`config.mk`:
```
export PLATFORM = sky130hd
export DESIGN_NAME = ps2_key_event_decoder
export DESIGN_NICKNAME = d
export VERILOG_FILES = /design/src/rtl/ps2_key_event_decoder_pkg.sv /design/src/rtl/ps2_key_event_decoder_frame_rx.sv /design/src/rtl/ps2_key_event_decoder.sv
export SDC_FILE = /design/constraint.sdc
export NUM_CORES = 1
export LEC_CHECK = 0
export CELL_PAD_IN_SITES_DETAIL_PLACEMENT = 0
export CELL_PAD_IN_SITES_GLOBAL_PLACEMENT = 1
export CORE_UTILIZATION = 40
export DETAILED_ROUTE_END_ITERATION = 8
export PLACE_DENSITY_LB_ADDON = 0.1
export SLEW_MARGIN = 20
export SYNTH_ARGS = -nofsm -noshare
export SYNTH_HDL_FRONTEND = slang
export SYNTH_SLANG_ARGS = --single-unit
```
`constraint.sdc`:
```
create_clock -name clk -period 21.7 [get_ports clk]
set_input_delay 3.255 -clock clk [delete_from_list [all_inputs] [get_ports clk]]
set_output_delay 3.255 -clock clk [all_outputs]
set_load 0.02 [all_outputs]
```
`src/rtl/ps2_key_event_decoder_pkg.sv`:
```
// Shared constants and helpers for the PS/2 keyboard front end.
// Scan-code set 2 prefixes and the receiver state type live here.
package ps2_key_event_decoder_pkg;

   localparam logic [7:0] PS2_PREFIX_EXT   = 8'hE0;
   localparam logic [7:0] PS2_PREFIX_BRK   = 8'hF0;
   localparam logic [7:0] PS2_PREFIX_PAUSE = 8'hE1;
   localparam logic [7:0] PS2_FAKE_SHIFT   = 8'h12;
   localparam logic [2:0] PS2_PAUSE_SKIP   = 3'd7;

   typedef enum logic {
      RX_IDLE = 1'b0,
      RX_RECV = 1'b1
   } rx_state_e;

   // Keyboard replies (ACK, BAT, echo, resend, errors) carry no key information.
   function automatic logic is_ignored_byte(input logic [7:0] b);
      return (b == 8'hFA) || (b == 8'hAA) || (b == 8'hEE) ||
             (b == 8'hFE) || (b == 8'h00) || (b == 8'hFF);
   endfunction

endpackage

```
`src/rtl/ps2_key_event_decoder_frame_rx.sv`:
```
// PS/2 device-to-host frame receiver: pin synchronizers, ps2_clk glitch filter,
// 11-bit framing with odd parity check, and an idle timeout that drops partial frames.
module ps2_frame_rx
   import ps2_key_event_decoder_pkg::*;
#(
   parameter int FILTER_LEN  = 8,
   parameter int TIMEOUT_CYC = 200000
) (
   input  logic       clk,
   input  logic       rst,
   input  logic       ps2_clk_i,
   input  logic       ps2_data_i,
   output logic [7:0] byte_data_o,
   output logic       byte_valid_o,
   output logic       frame_err_o
);

   localparam int FW = $clog2(FILTER_LEN + 1);
   localparam int TW = $clog2(TIMEOUT_CYC + 1);

   logic [1:0]    clk_sync_q, data_sync_q;
   logic          filt_q, filt_d;
   logic [FW-1:0] filt_cnt_q, filt_cnt_d;
   logic          fall;
   logic          bit_in;

   rx_state_e     state_q, state_d;
   logic [3:0]    bit_cnt_q, bit_cnt_d;
   logic [7:0]    shift_q, shift_d;
   logic          par_q, par_d;
   logic [TW-1:0] tmo_q, tmo_d;
   logic [7:0]    byte_q;
   logic          valid_q, valid_d;
   logic          err_q, err_d;
   logic          stop_ok;

   // ps2_clk level only flips after FILTER_LEN consecutive samples disagree with it
   always_comb begin
      filt_d     = filt_q;
      filt_cnt_d = '0;
      fall       = 1'b0;
      if (clk_sync_q[1] != filt_q) begin
         if (filt_cnt_q == FW'(FILTER_LEN - 1)) begin
            filt_d = clk_sync_q[1];
            fall   = filt_q;
         end else begin
            filt_cnt_d = filt_cnt_q + 1'b1;
         end
      end
   end

   assign bit_in = data_sync_q[1];

   always_ff @(posedge clk or posedge rst) begin
      if (rst) begin
         clk_sync_q  <= 2'b11;
         data_sync_q <= 2'b11;
         filt_q      <= 1'b1;
         filt_cnt_q  <= '0;
         state_q     <= RX_IDLE;
         bit_cnt_q   <= '0;
         shift_q     <= '0;
         par_q       <= 1'b0;
         tmo_q       <= '0;
         byte_q      <= '0;
         valid_q     <= 1'b0;
         err_q       <= 1'b0;
      end else begin
         clk_sync_q  <= {clk_sync_q[0], ps2_clk_i};
         data_sync_q <= {data_sync_q[0], ps2_data_i};
         filt_q      <= filt_d;
         filt_cnt_q  <= filt_cnt_d;
         state_q     <= state_d;
         bit_cnt_q   <= bit_cnt_d;
         shift_q     <= shift_d;
         par_q       <= par_d;
         tmo_q       <= tmo_d;
         valid_q     <= valid_d;
         err_q       <= err_d;
         if (valid_d) byte_q <= shift_q;
      end
   end

   always_comb begin
      state_d   = state_q;
      bit_cnt_d = bit_cnt_q;
      shift_d   = shift_q;
      par_d     = par_q;
      tmo_d     = tmo_q;
      case (state_q)
         RX_IDLE: begin
            tmo_d = '0;
            if (fall && !bit_in) begin
               state_d   = RX_RECV;
               bit_cnt_d = '0;
            end
         end
         RX_RECV: begin
            if (fall) begin
               tmo_d     = '0;
               bit_cnt_d = bit_cnt_q + 1'b1;
               if (bit_cnt_q < 4'd8)       shift_d = {bit_in, shift_q[7:1]};
               else if (bit_cnt_q == 4'd8) par_d   = bit_in;
               else                        state_d = RX_IDLE;
            end else if (tmo_q == TW'(TIMEOUT_CYC)) begin
               state_d = RX_IDLE;
            end else begin
               tmo_d = tmo_q + 1'b1;
            end
         end
         default: state_d = RX_IDLE;
      endcase
   end

   // odd parity over data+parity, stop bit must be high
   assign stop_ok = bit_in && (^{shift_q, par_q});

   always_comb begin
      valid_d = 1'b0;
      err_d   = 1'b0;
      if (fall) begin
         if (state_q == RX_IDLE) begin
            err_d = bit_in;
         end else if (bit_cnt_q == 4'd9) begin
            valid_d = stop_ok;
            err_d   = !stop_ok;
         end
      end
   end

   assign byte_data_o  = byte_q;
   assign byte_valid_o = valid_q;
   assign frame_err_o  = err_q;

endmodule

```
`src/rtl/ps2_key_event_decoder.sv`:
```
// PS/2 scan-code set 2 key-event decoder: turns received bytes into make/break
// events and maintains the 512-entry held-key map with a one-cycle update strobe.
module ps2_key_event_decoder
   import ps2_key_event_decoder_pkg::*;
#(
   parameter int FILTER_LEN  = 8,
   parameter int TIMEOUT_CYC = 200000
) (
   input  logic         clk,
   input  logic         rst,
   input  logic         PS2_CLK,
   input  logic         PS2_DATA,
   output logic [511:0] key_down,
   output logic [8:0]   last_change,
   output logic         been_ready,
   output logic         frame_err
);

   localparam int TW = $clog2(TIMEOUT_CYC + 1);

   localparam logic [2:0] D_IDLE    = 3'd0;
   localparam logic [2:0] D_EXT     = 3'd1;
   localparam logic [2:0] D_BRK     = 3'd2;
   localparam logic [2:0] D_EXT_BRK = 3'd3;
   localparam logic [2:0] D_PAUSE   = 3'd4;

   logic [7:0]    byte_data;
   logic          byte_valid;

   logic [2:0]    dec_q, dec_d;
   logic [2:0]    skip_q, skip_d;
   logic [TW-1:0] ptmo_q, ptmo_d;
   logic [511:0]  key_down_q;
   logic [8:0]    last_change_q;
   logic          ready_q;

   logic          ev_valid;
   logic          ev_make;
   logic [8:0]    ev_code;

   ps2_frame_rx #(
      .FILTER_LEN  (FILTER_LEN),
      .TIMEOUT_CYC (TIMEOUT_CYC)
   ) u_rx (
      .clk          (clk),
      .rst          (rst),
      .ps2_clk_i    (PS2_CLK),
      .ps2_data_i   (PS2_DATA),
      .byte_data_o  (byte_data),
      .byte_valid_o (byte_valid),
      .frame_err_o  (frame_err)
   );

   always_ff @(posedge clk or posedge rst) begin
      if (rst) begin
         dec_q  <= D_IDLE;
         skip_q <= '0;
         ptmo_q <= '0;
      end else begin
         dec_q  <= dec_d;
         skip_q <= skip_d;
         ptmo_q <= ptmo_d;
      end
   end

   always_comb begin
      dec_d  = dec_q;
      skip_d = skip_q;
      ptmo_d = '0;
      if (byte_valid) begin
         case (dec_q)
            D_IDLE: begin
               if (byte_data == PS2_PREFIX_EXT) begin
                  dec_d = D_EXT;
               end else if (byte_data == PS2_PREFIX_BRK) begin
                  dec_d = D_BRK;
               end else if (byte_data == PS2_PREFIX_PAUSE) begin
                  dec_d  = D_PAUSE;
                  skip_d = PS2_PAUSE_SKIP;
               end
            end
            D_EXT:   dec_d = (byte_data == PS2_PREFIX_BRK) ? D_EXT_BRK : D_IDLE;
            D_PAUSE: begin
               skip_d = skip_q - 1'b1;
               if (skip_q <= 3'd1) dec_d = D_IDLE;
            end
            default: dec_d = D_IDLE;
         endcase
      end else if (dec_q != D_IDLE) begin
         // a prefix that is never completed must not capture a later unrelated byte
         if (ptmo_q == TW'(TIMEOUT_CYC)) dec_d  = D_IDLE;
         else                            ptmo_d = ptmo_q + 1'b1;
      end
   end

   always_comb begin
      ev_valid = 1'b0;
      ev_make  = 1'b1;
      ev_code  = {1'b0, byte_data};
      if (byte_valid) begin
         case (dec_q)
            D_IDLE: begin
               ev_valid = (byte_data != PS2_PREFIX_EXT) && (byte_data != PS2_PREFIX_BRK) &&
                          (byte_data != PS2_PREFIX_PAUSE) && !is_ignored_byte(byte_data);
            end
            D_EXT: begin
               ev_valid = (byte_data != PS2_PREFIX_BRK) && (byte_data != PS2_FAKE_SHIFT);
               ev_code  = {1'b1, byte_data};
            end
            D_BRK: begin
               ev_valid = 1'b1;
               ev_make  = 1'b0;
            end
            D_EXT_BRK: begin
               ev_valid = (byte_data != PS2_FAKE_SHIFT);
               ev_make  = 1'b0;
               ev_code  = {1'b1, byte_data};
            end
            default: ev_valid = 1'b0;
         endcase
      end
   end

   always_ff @(posedge clk or posedge rst) begin
      if (rst) begin
         key_down_q    <= '0;
         last_change_q <= '0;
         ready_q       <= 1'b0;
      end else begin
         ready_q <= ev_valid;
         if (ev_valid) begin
            key_down_q[ev_code] <= ev_make;
            last_change_q       <= ev_code;
         end
      end
   end

   assign key_down    = key_down_q;
   assign last_change = last_change_q;
   assign been_ready  = ready_q;

endmodule

```
### Yosys cells after proc, flatten, opt, wreduce, memory -nomap -nowiden

Index checks and enable logic that the tools add are counted.
W data, S select, Z words.

| word-level totals | value |
|---|---|
| bits of input ports | 4 |
| flip-flop bits (word level) | 597 |
| output and inout port bits | 523 |
| logic and storage cells | 136 |

| operators by class | value |
|---|---|
| magnitude comparators | 4 |
| bitwise logic cells | 2 |
| mux-type cells | 47 |
| $add $sub $neg | 5 |
| reduce and logical (&&, ||, !) cells | 30 |
| equal/unequal tests | 30 |

Operator list:

| cell | count |
|---|---|
| $bwmux W512 | 1 |
| $mux W18 | 5 |
| $eq A8 B8 Y1 const B | 8 |
| $add A18 B1 Y18 const B | 2 |
| $eq A18 B18 Y1 const B | 2 |
| $pmux W18 S2 | 1 |
| $mux W3 | 10 |
| $ne A8 B8 Y1 const B | 3 |
| $mux W9 | 2 |
| $mux W1 | 17 |
| $mux W4 | 4 |
| $lt A9 B10 Y1 const B | 1 |
| $demux W1 S9 | 1 |
| $ge A9 B1 Y1 const B | 1 |
| $pmux W3 S3 | 1 |
| $reduce_xor A9 Y1 | 1 |
| $add A4 B1 Y4 const B | 2 |
| $eq A4 B4 Y1 const B | 2 |
| $logic_not A8 Y1 | 1 |
| $ne A8 B5 Y1 const B | 1 |
| $pmux W4 S2 | 1 |
| $reduce_and A4 Y1 | 2 |
| $logic_and A1 B1 Y1 | 7 |
| $eq A3 B2 Y1 const B | 2 |
| 26 further kinds | 40 |

### Depth between registers and ports, before layout

Gate-level depths: netlist of run 1.

| depth | value |
|---|---|
| word-level depth | 10 |
| gate-level depth with buffers | 8 |
| mapped depth without buffers | 7 |

### Cells and area by module

From an unflattened synthesis of run 1, not the netlist that was laid out.

| second synthesis, totals | value |
|---|---|
| cells, all modules | 2289 |
| area total of the unflattened synthesis | 24755.0 sq um |

By module, submodules not included:

| module | times used | seq. area each (sq um) | cells an instance | area an instance (sq um) |
|---|---|---|---|---|
| ps2_key_event_decoder | 1 | 13663.1 | 2088 | 22400.2 |
| ps2_frame_rx | 1 | 1282.5 | 201 | 2354.8 |

### Worst setup path before layout of run 1

OpenSTA, ideal clock, no wires.

| path | value |
|---|---|
| kind | register to output |
| from | register key_down_q[170] (netlist: key_down[170]) |
| to | output key_down[170] |
| path slack | 18.020 ns |
| data arrival time | 0.425 ns |
| buffers on the path | 0 |
| required time | 18.445 ns |
| stages on the path, launching flop included | 1 |
| cell sequence | dfrtp_1 |

RTL lines:

| item | RTL line | text |
|---|---|---|
| from (decl) | ps2_key_event_decoder.sv:33 | `logic [511:0] key_down_q;` |
| from (signal, indexed assignment) | ps2_key_event_decoder.sv:132 | `key_down_q[ev_code] <= ev_make;` |
| to (decl) | ps2_key_event_decoder.sv:13 | `output logic [511:0] key_down,` |

No word-level cell between the ends.

==> flow_metrics.tcl, run 1 <==
set metrics [dict create \
    coreArea_sq_um 60470 \
    die-area_sq_um 62270 \
    syn_inst 2283 \
    drcViolationCount 0 \
    multiInputGateArea_sq_um 8645 \
    drive_gt1_frac 0.08893 \
    yosysTopAreaCellShare 0.6045 \
    rrSetupSlack_ps 18240 \
    cp_num_cells 4 \
    worstPathRequired_ps 22310 \
    r2r_cells 5 \
    place_congestion 0.8145 \
    hold_path_class "register to register" \
    p_leak_nw 13.64 \
    clkSlewWorstSetupHoldPaths_ps 60 \
    syn2layout_area_growth_pct 32.53 \
    diodes 0 \
    clk_path_buf_depth 3 \
    max-slew-margin-rel 0.2171 \
    port_buffers 526 \
    async_reset_ff_frac 1.000 \
    slowest_stage "buf_4" \
    max_freq_mhz 174.3 \
    htreeDepth 3 \
    grt_max_degree 233 \
    wl_per_cell_microns 24.19 \
    synth_area_leaders "dfrtp_1, a31oi_1, a21oi_1, o31ai_1, o21ai_0" \
    wl_microns 84470 \
    status "finished clean" \
    layout.nets 2676 \
    grt-ovfl-total 0 \
    holdPathEnd "u_rx.data_sync_q[1]$_DFF_PP1_" \
    hold_viol 0 \
    ys_warn_count 0 \
    numCtsBuffers 67 \
    vias 20022 \
    nFillCells 5327 \
    vias_per_cell 5.734 \
    hold_depth 0 \
    start_util 0.4053 \
    cts_num_sinks 597 \
    grt_pass1_wl_microns 126100 \
    path_buf_inv 4 \
    setup_viol 0 \
    dpl.hpwl_microns 56850 \
    crit_chain "clkdlybuf4s50_1 > inv_8 > buf_4 > buf_4" \
    cts_setup_buffers 0 \
    setup-tns-final_ps 0 \
    post_cts_resized 0 \
    power_mw 2.286 \
    syn_area_sq_um 24510 \
    die_h_microns 249.5 \
    synth_edf_count 0 \
    maxCapViolations 0 \
    worstHoldStart "u_rx.data_sync_q[0]$_DFF_PP1_" \
    rsz0062_at_grt "false" \
    firstDrtPassIters 6 \
    r2r-start "u_rx.byte_data_o[2]$_DFFE_PP0P_" \
    track_usage 0.2669 \
    crit_family "buffers and inverters" \
    final_antenna_net_count 0 \
    rows 90 \
    tightest_slew_ps 1173 \
    critical_path_arrival_ps 6340 \
    timing.rr.end "last_change[6]$_DFFE_PP0P_" \
    peakVddDrop_mv 0.04789 \
    cp_slowest_stage_delay_ps 870 \
    cts_root_buf "clkbuf_16" \
    cp-start-kind "input port" \
    power_density_nw_per_um2 70.38 \
    ys_seq_area_frac 0.6098 \
    endpoint_kind "async pin" \
    worst-path-max-fanout 129 \
    synthFlopType "dfrtp_1" \
    insertion_delay_ps 600 \
    ff_latch_area_sq_um 14950 \
    cts_tree "built" \
    timing.final.crit_share 0.2643 \
    post-synth-top-area-cell "dfrtp_1" \
    period_minus_slack_ps 5736 \
    path_class "input port to async pin" \
    cpMostUsedCell "buf_4" \
    slew_violations 0 \
    antenna_found_initial 0 \
    synth_seq_cells 597 \
    drt_iter0_markers 1941 \
    ys_types 61 \
    grt_pass1_vias 18784 \
    num_io_pins 527 \
    die_x_microns 249.5 \
    syn_nets 2297 \
    hold_buffers 0 \
    skew_ps 23.97 \
    syn_avg_cell_area_sq_um 10.74 \
]
[metal layers]
metal,vias to the layer above,wire length [microns],part of all wire,GRT usage
met1,9904,35770,0.42,0.3584
met2,711,40500,0.48,0.4284
met5,-,0,0,0
met3,141,5328,0.063,0.05131
li1,9266,-,-,-
met4,0,2875,0.034,0.1016
[sequential cells by signal, indices dropped and copies added (netlist names)]
signal,cells
u_rx.data_sync_q,2
u_rx.filt_cnt_q,4
ptmo_q,18
been_ready,1
u_rx.par_q,1
u_rx.clk_sync_q,2
u_rx.filt_q,1
last_change,9
key_down,512
u_rx.frame_err_o,1
u_rx.tmo_q,18
u_rx.byte_data_o,8
u_rx.byte_valid_o,1
skip_q,3
u_rx.state_q,1
u_rx.bit_cnt_q,4
u_rx.shift_q,8
dec_q,3
[Yosys cell counts (4+ instances only)]
library cell,instances
nand2_1,52
a21oi_1,316
nand2b_1,9
nor4_1,5
mux2_4,7
dfstp_2,5
xnor2_1,15
and3_1,5
o21ai_1,4
nand4_1,10
buf_2,24
mux2_2,20
xor2_1,27
clkbuf_1,227
o2111ai_1,5
nand3_1,30
inv_1,22
nor2_1,100
nor2b_1,11
ha_1,10
o31ai_1,191
or3_1,4
and2_1,6
nor3_1,16
o21ai_0,192
nand3b_1,5
a31oi_1,319
dfrtp_1,592
nor4b_1,6
[through the flow]
step / util / cell area (sq um) / cells / hold slack [ps] / setup slack [ps]
5_1_grt: 0.5371 / 32480 / 3492 / 357.9 / 15530
2_1_floorplan: - / 24510 / 2283 / 345.2 / 1743
4_1_cts: 0.5365 / 32440 / 3492 / 356.9 / 15900
6_report: 0.5371 / 32480 / 3492 / 356.5 / 15960
3_5_place_dp: 0.5001 / 30240 / 3375 / 348.4 / 15270
3_3_place_gp: 0.4997 / 30220 / 3374 / 348.9 / 15370
[worst register-to-register path: stages, from the launching register on]
cell and delay [ps]:
dfrtp_1 830, or4b_1 790, o221ai_2 260, or4_4 610, a21oi_4 450, mux2_2 400
[kinds of logic (layout without fill, tap and decap cells)]
logic type	after synthesis	after routing	synth area share
compound gates	1048	1048	0.2542
xor+xnor	43	43	0.01593
fa+ha+maj	10	10	0.005105
buf+inv	279	706	0.04503
flops	597	597	0.6098
mux	28	28	0.01389
simple gates	278	278	0.05600
[layout by cell type (no fill, tap or decap), types with 15 or more instances in the layout]
cell type        synthesis  layout
a21oi_1                316     316
a31oi_1                319     319
buf_4                    1      37
clkbuf_1               227      16
clkbuf_16                0      73
clkbuf_8                 0      17
clkdlybuf4s50_1          0     526
dfrtp_1                592     591
inv_1                   22      21
mux2_2                  20      20
nand2_1                 52      51
nand3_1                 30      29
nor2_1                 100      60
nor2_2                   1      35
o21ai_0                192     192
o31ai_1                191     191
xnor2_1                 15      15
xor2_1                  27      27
[worst max path at each step]
stage	endpoint	startpoint	slack [ps]
6_report	key_down[307]$_DFFE_PP0P_	rst	15960
5_1_grt	key_down[320]$_DFFE_PP0P_	rst	15530
4_1_cts	key_down[368]$_DFFE_PP0P_	rst	15900
3_5_place_dp	key_down[368]$_DFFE_PP0P_	rst	15270
3_3_place_gp	key_down[371]$_DFFE_PP0P_	rst	15370
2_1_floorplan	been_ready$_DFF_PP0_	rst	1740
[area by class of cell]
| type | instances | share of cell area |
|---|---|---|
| Timing Repair Buffer | 567 | 0.1730 |
| Inverter | 22 | 0.002773 |
| Clock buffer | 106 | 0.06529 |
| Multi-Input combinational cell | 1407 | 0.2661 |
| Sequential cell | 597 | 0.4602 |
| Tap cell | 782 | 0.03012 |
| Clock inverter | 11 | 0.002465 |
[report_power, final]
| group | switching, mW | leakage, nW | internal [mW] |
|---|---|---|---|
| registers | 0.00275 | 8.32 | 1.12 |
| clock network | 0.455 | 1.09 | 0.680 |
| logic | 0.0251 | 4.22 | 0.00527 |
| total | 0.483 | 13.6 | 1.80 |
No activity file was read; power rests on OpenSTA's default activity.
==> inputs of run 2 (changes only) <==
==> constraint.sdc (replaced) <==
create_clock -name clk -period 5.6 [get_ports clk]
set_input_delay 0.84 -clock clk [delete_from_list [all_inputs] [get_ports clk]]
set_output_delay 0.84 -clock clk [all_outputs]
set_load 0.02 [all_outputs]
==> run 2 against run 1 <==
  * Routed wire length is 2.2% higher
  * Power grew to 3.9 times the previous value
  * Critical path depth is 1 higher
  * Largest cell class unchanged
  * Hold slack better by 4.6 ps
  * Worst setup slack worse by 14000 ps
  * Clock skew is 7.6 ps lower
  * First-iteration DRC count is 8.5% lower
  * Register-to-register slack worse by 16000 ps
  * Utilization is 0.091 points higher
  * Cell count is 0.14% higher
==> flow_metrics.tcl, run 2 (same netlist as run 1, synthesis figures left out) <==
set metrics [dict create \
    hold_depth 0 \
    place_congestion 0.9066 \
    path_class "register to register" \
    power_density_nw_per_um2 275.1 \
    r2r-start "u_rx.byte_data_o[3]$_DFFE_PP0P_" \
    peakVddDrop_mv 0.2114 \
    insertion_delay_ps 600 \
    worstHoldStart "u_rx.clk_sync_q[0]$_DFF_PP1_" \
    firstDrtPassIters 5 \
    layout.nets 2679 \
    setup_viol 0 \
    largest_reg_flops 512 \
    htreeDepth 3 \
    timing.final.crit_share 0.5619 \
    port_buffers 526 \
    cts_tree "built" \
    vias 20089 \
    rrSetupSlack_ps 2450 \
    multiInputGateArea_sq_um 8620 \
    cts_root_buf "clkbuf_16" \
    hold_viol 0 \
    nFillCells 5291 \
    vias_per_cell 5.745 \
    worstPathRequired_ps 6110 \
    cts_num_sinks 597 \
    grt_pass1_vias 19195 \
    endpoint_kind "register" \
    die-area_sq_um 62270 \
    placed_area_sq_um 30270 \
    grt-ovfl-total 0 \
    rows 90 \
    die_h_microns 249.5 \
    r2r_cells 5 \
    holdPathEnd "u_rx.clk_sync_q[1]$_DFF_PP1_" \
    wl_microns 86300 \
    syn2layout_area_growth_pct 32.75 \
    numCtsBuffers 67 \
    drcViolationCount 0 \
    p_leak_nw 13.67 \
    fin_area_sq_um 32540 \
    num_io_pins 527 \
    maxCapViolations 0 \
    timing.rr.end "key_down[187]$_DFFE_PP0P_" \
    clkSlewWorstSetupHoldPaths_ps 60 \
    antenna_found_initial 0 \
    hold_path_class "register to register" \
    critical_path_arrival_ps 3660 \
    cp-start-kind "register" \
    die_x_microns 249.5 \
    worst-path-max-fanout 22 \
    post_cts_resized 0 \
    rsz0062_at_grt "false" \
    max_freq_mhz 317.8 \
    clk_path_buf_depth 3 \
    dpl.hpwl_microns 58340 \
    layout_common_cells "dfrtp_1, clkdlybuf4s50_1, a31oi_1" \
    wl_per_cell_microns 24.68 \
    hold_buffers 0 \
    diodes 0 \
    power_mw 8.952 \
    grt_pass1_wl_microns 129000 \
    drt_iter0_markers 1776 \
    grt_max_degree 214 \
    max-slew-margin-rel 0.2001 \
    period_minus_slack_ps 3146 \
    cts_setup_buffers 0 \
    final_common_cell "dfrtp_1" \
    tightest_slew_ps 1198 \
    skew_ps 16.39 \
    drive_gt1_frac 0.08913 \
    status "finished clean" \
    start_util 0.4053 \
    ff_latch_area_sq_um 14950 \
    slew_violations 0 \
    coreArea_sq_um 60470 \
    track_usage 0.2734 \
    final_antenna_net_count 0 \
]
-- run 2: cell count changes in the layout (fill, tap and decap cells not counted), sizes merged --
cell / previous run / this run
bufinv: 1 / 3
buf: 41 / 44
clkinvlp: 0 / 2
inv: 22 / 21
clkbuf: 106 / 105
-- run 2: how the worst max path moves through the flow --
| stage | cells past startpoint | from | endpoint |
|---|---|---|---|
| finish | 5 | u_rx.byte_data_o[3]$_DFFE_PP0P_ | key_down[187]$_DFFE_PP0P_ |
| global route | 5 | u_rx.byte_data_o[3]$_DFFE_PP0P_ | key_down[155]$_DFFE_PP0P_ |
| CTS | 5 | u_rx.byte_data_o[0]$_DFFE_PP0P_ | key_down[115]$_DFFE_PP0P_ |
| detailed placement | 5 | u_rx.byte_data_o[3]$_DFFE_PP0P_ | key_down[155]$_DFFE_PP0P_ |
| global placement | 5 | u_rx.byte_data_o[3]$_DFFE_PP0P_ | key_down[91]$_DFFE_PP0P_ |
| floorplan | 1 | rst | been_ready$_DFF_PP0_ |
-- run 2: per-layer routing --
layer | up-vias | GRT usage | wire (microns)
met5 | - | 0 | 0
met4 | 0 | 0.1062 | 3071
met3 | 144 | 0.05528 | 5285
met2 | 714 | 0.4482 | 41700
met1 | 9957 | 0.3565 | 36240
li1 | 9274 | - | -
-- run 2: power by group --
part / switching, mW / total [mW] / internal, mW
Sequential: 0.0120 / 4.34 / 4.33
Combinational: 0.0995 / 0.122 / 0.0226
Clock: 1.78 / 4.49 / 2.71
Total: 1.89 / 8.95 / 7.06
-- run 2: stage by stage --
stage,util,TNS (ps),hold WS [ps],setup WS (ps),instances
6_report,0.5381,0,361.0,2454,3497
3_3_place_gp,0.5005,0,350.1,2548,3378
5_1_grt,0.5381,0,365.4,2172,3497
3_5_place_dp,0.5006,0,353.9,2493,3378
4_1_cts,0.5377,0,362.2,2481,3497
2_1_floorplan,-,-2004720,345.2,-3377,2283
-- run 2: critical path, stage by stage, from the launching register on --
cell and delay, ps:
dfrtp_1 740, nor2b_1 270, nand3_1 650, nor2_2 1050
a21oi_1 150, a31oi_1 180
-- run 2: final cells by class --
cell class,instances,area share
Clock buffer,105,0.06445
Clock inverter,14,0.004538
Inverter,22,0.002653
Multi-Input combinational cell,1407,0.2649
Sequential cell,597,0.4595
Tap cell,782,0.03007
Timing Repair Buffer,570,0.1739
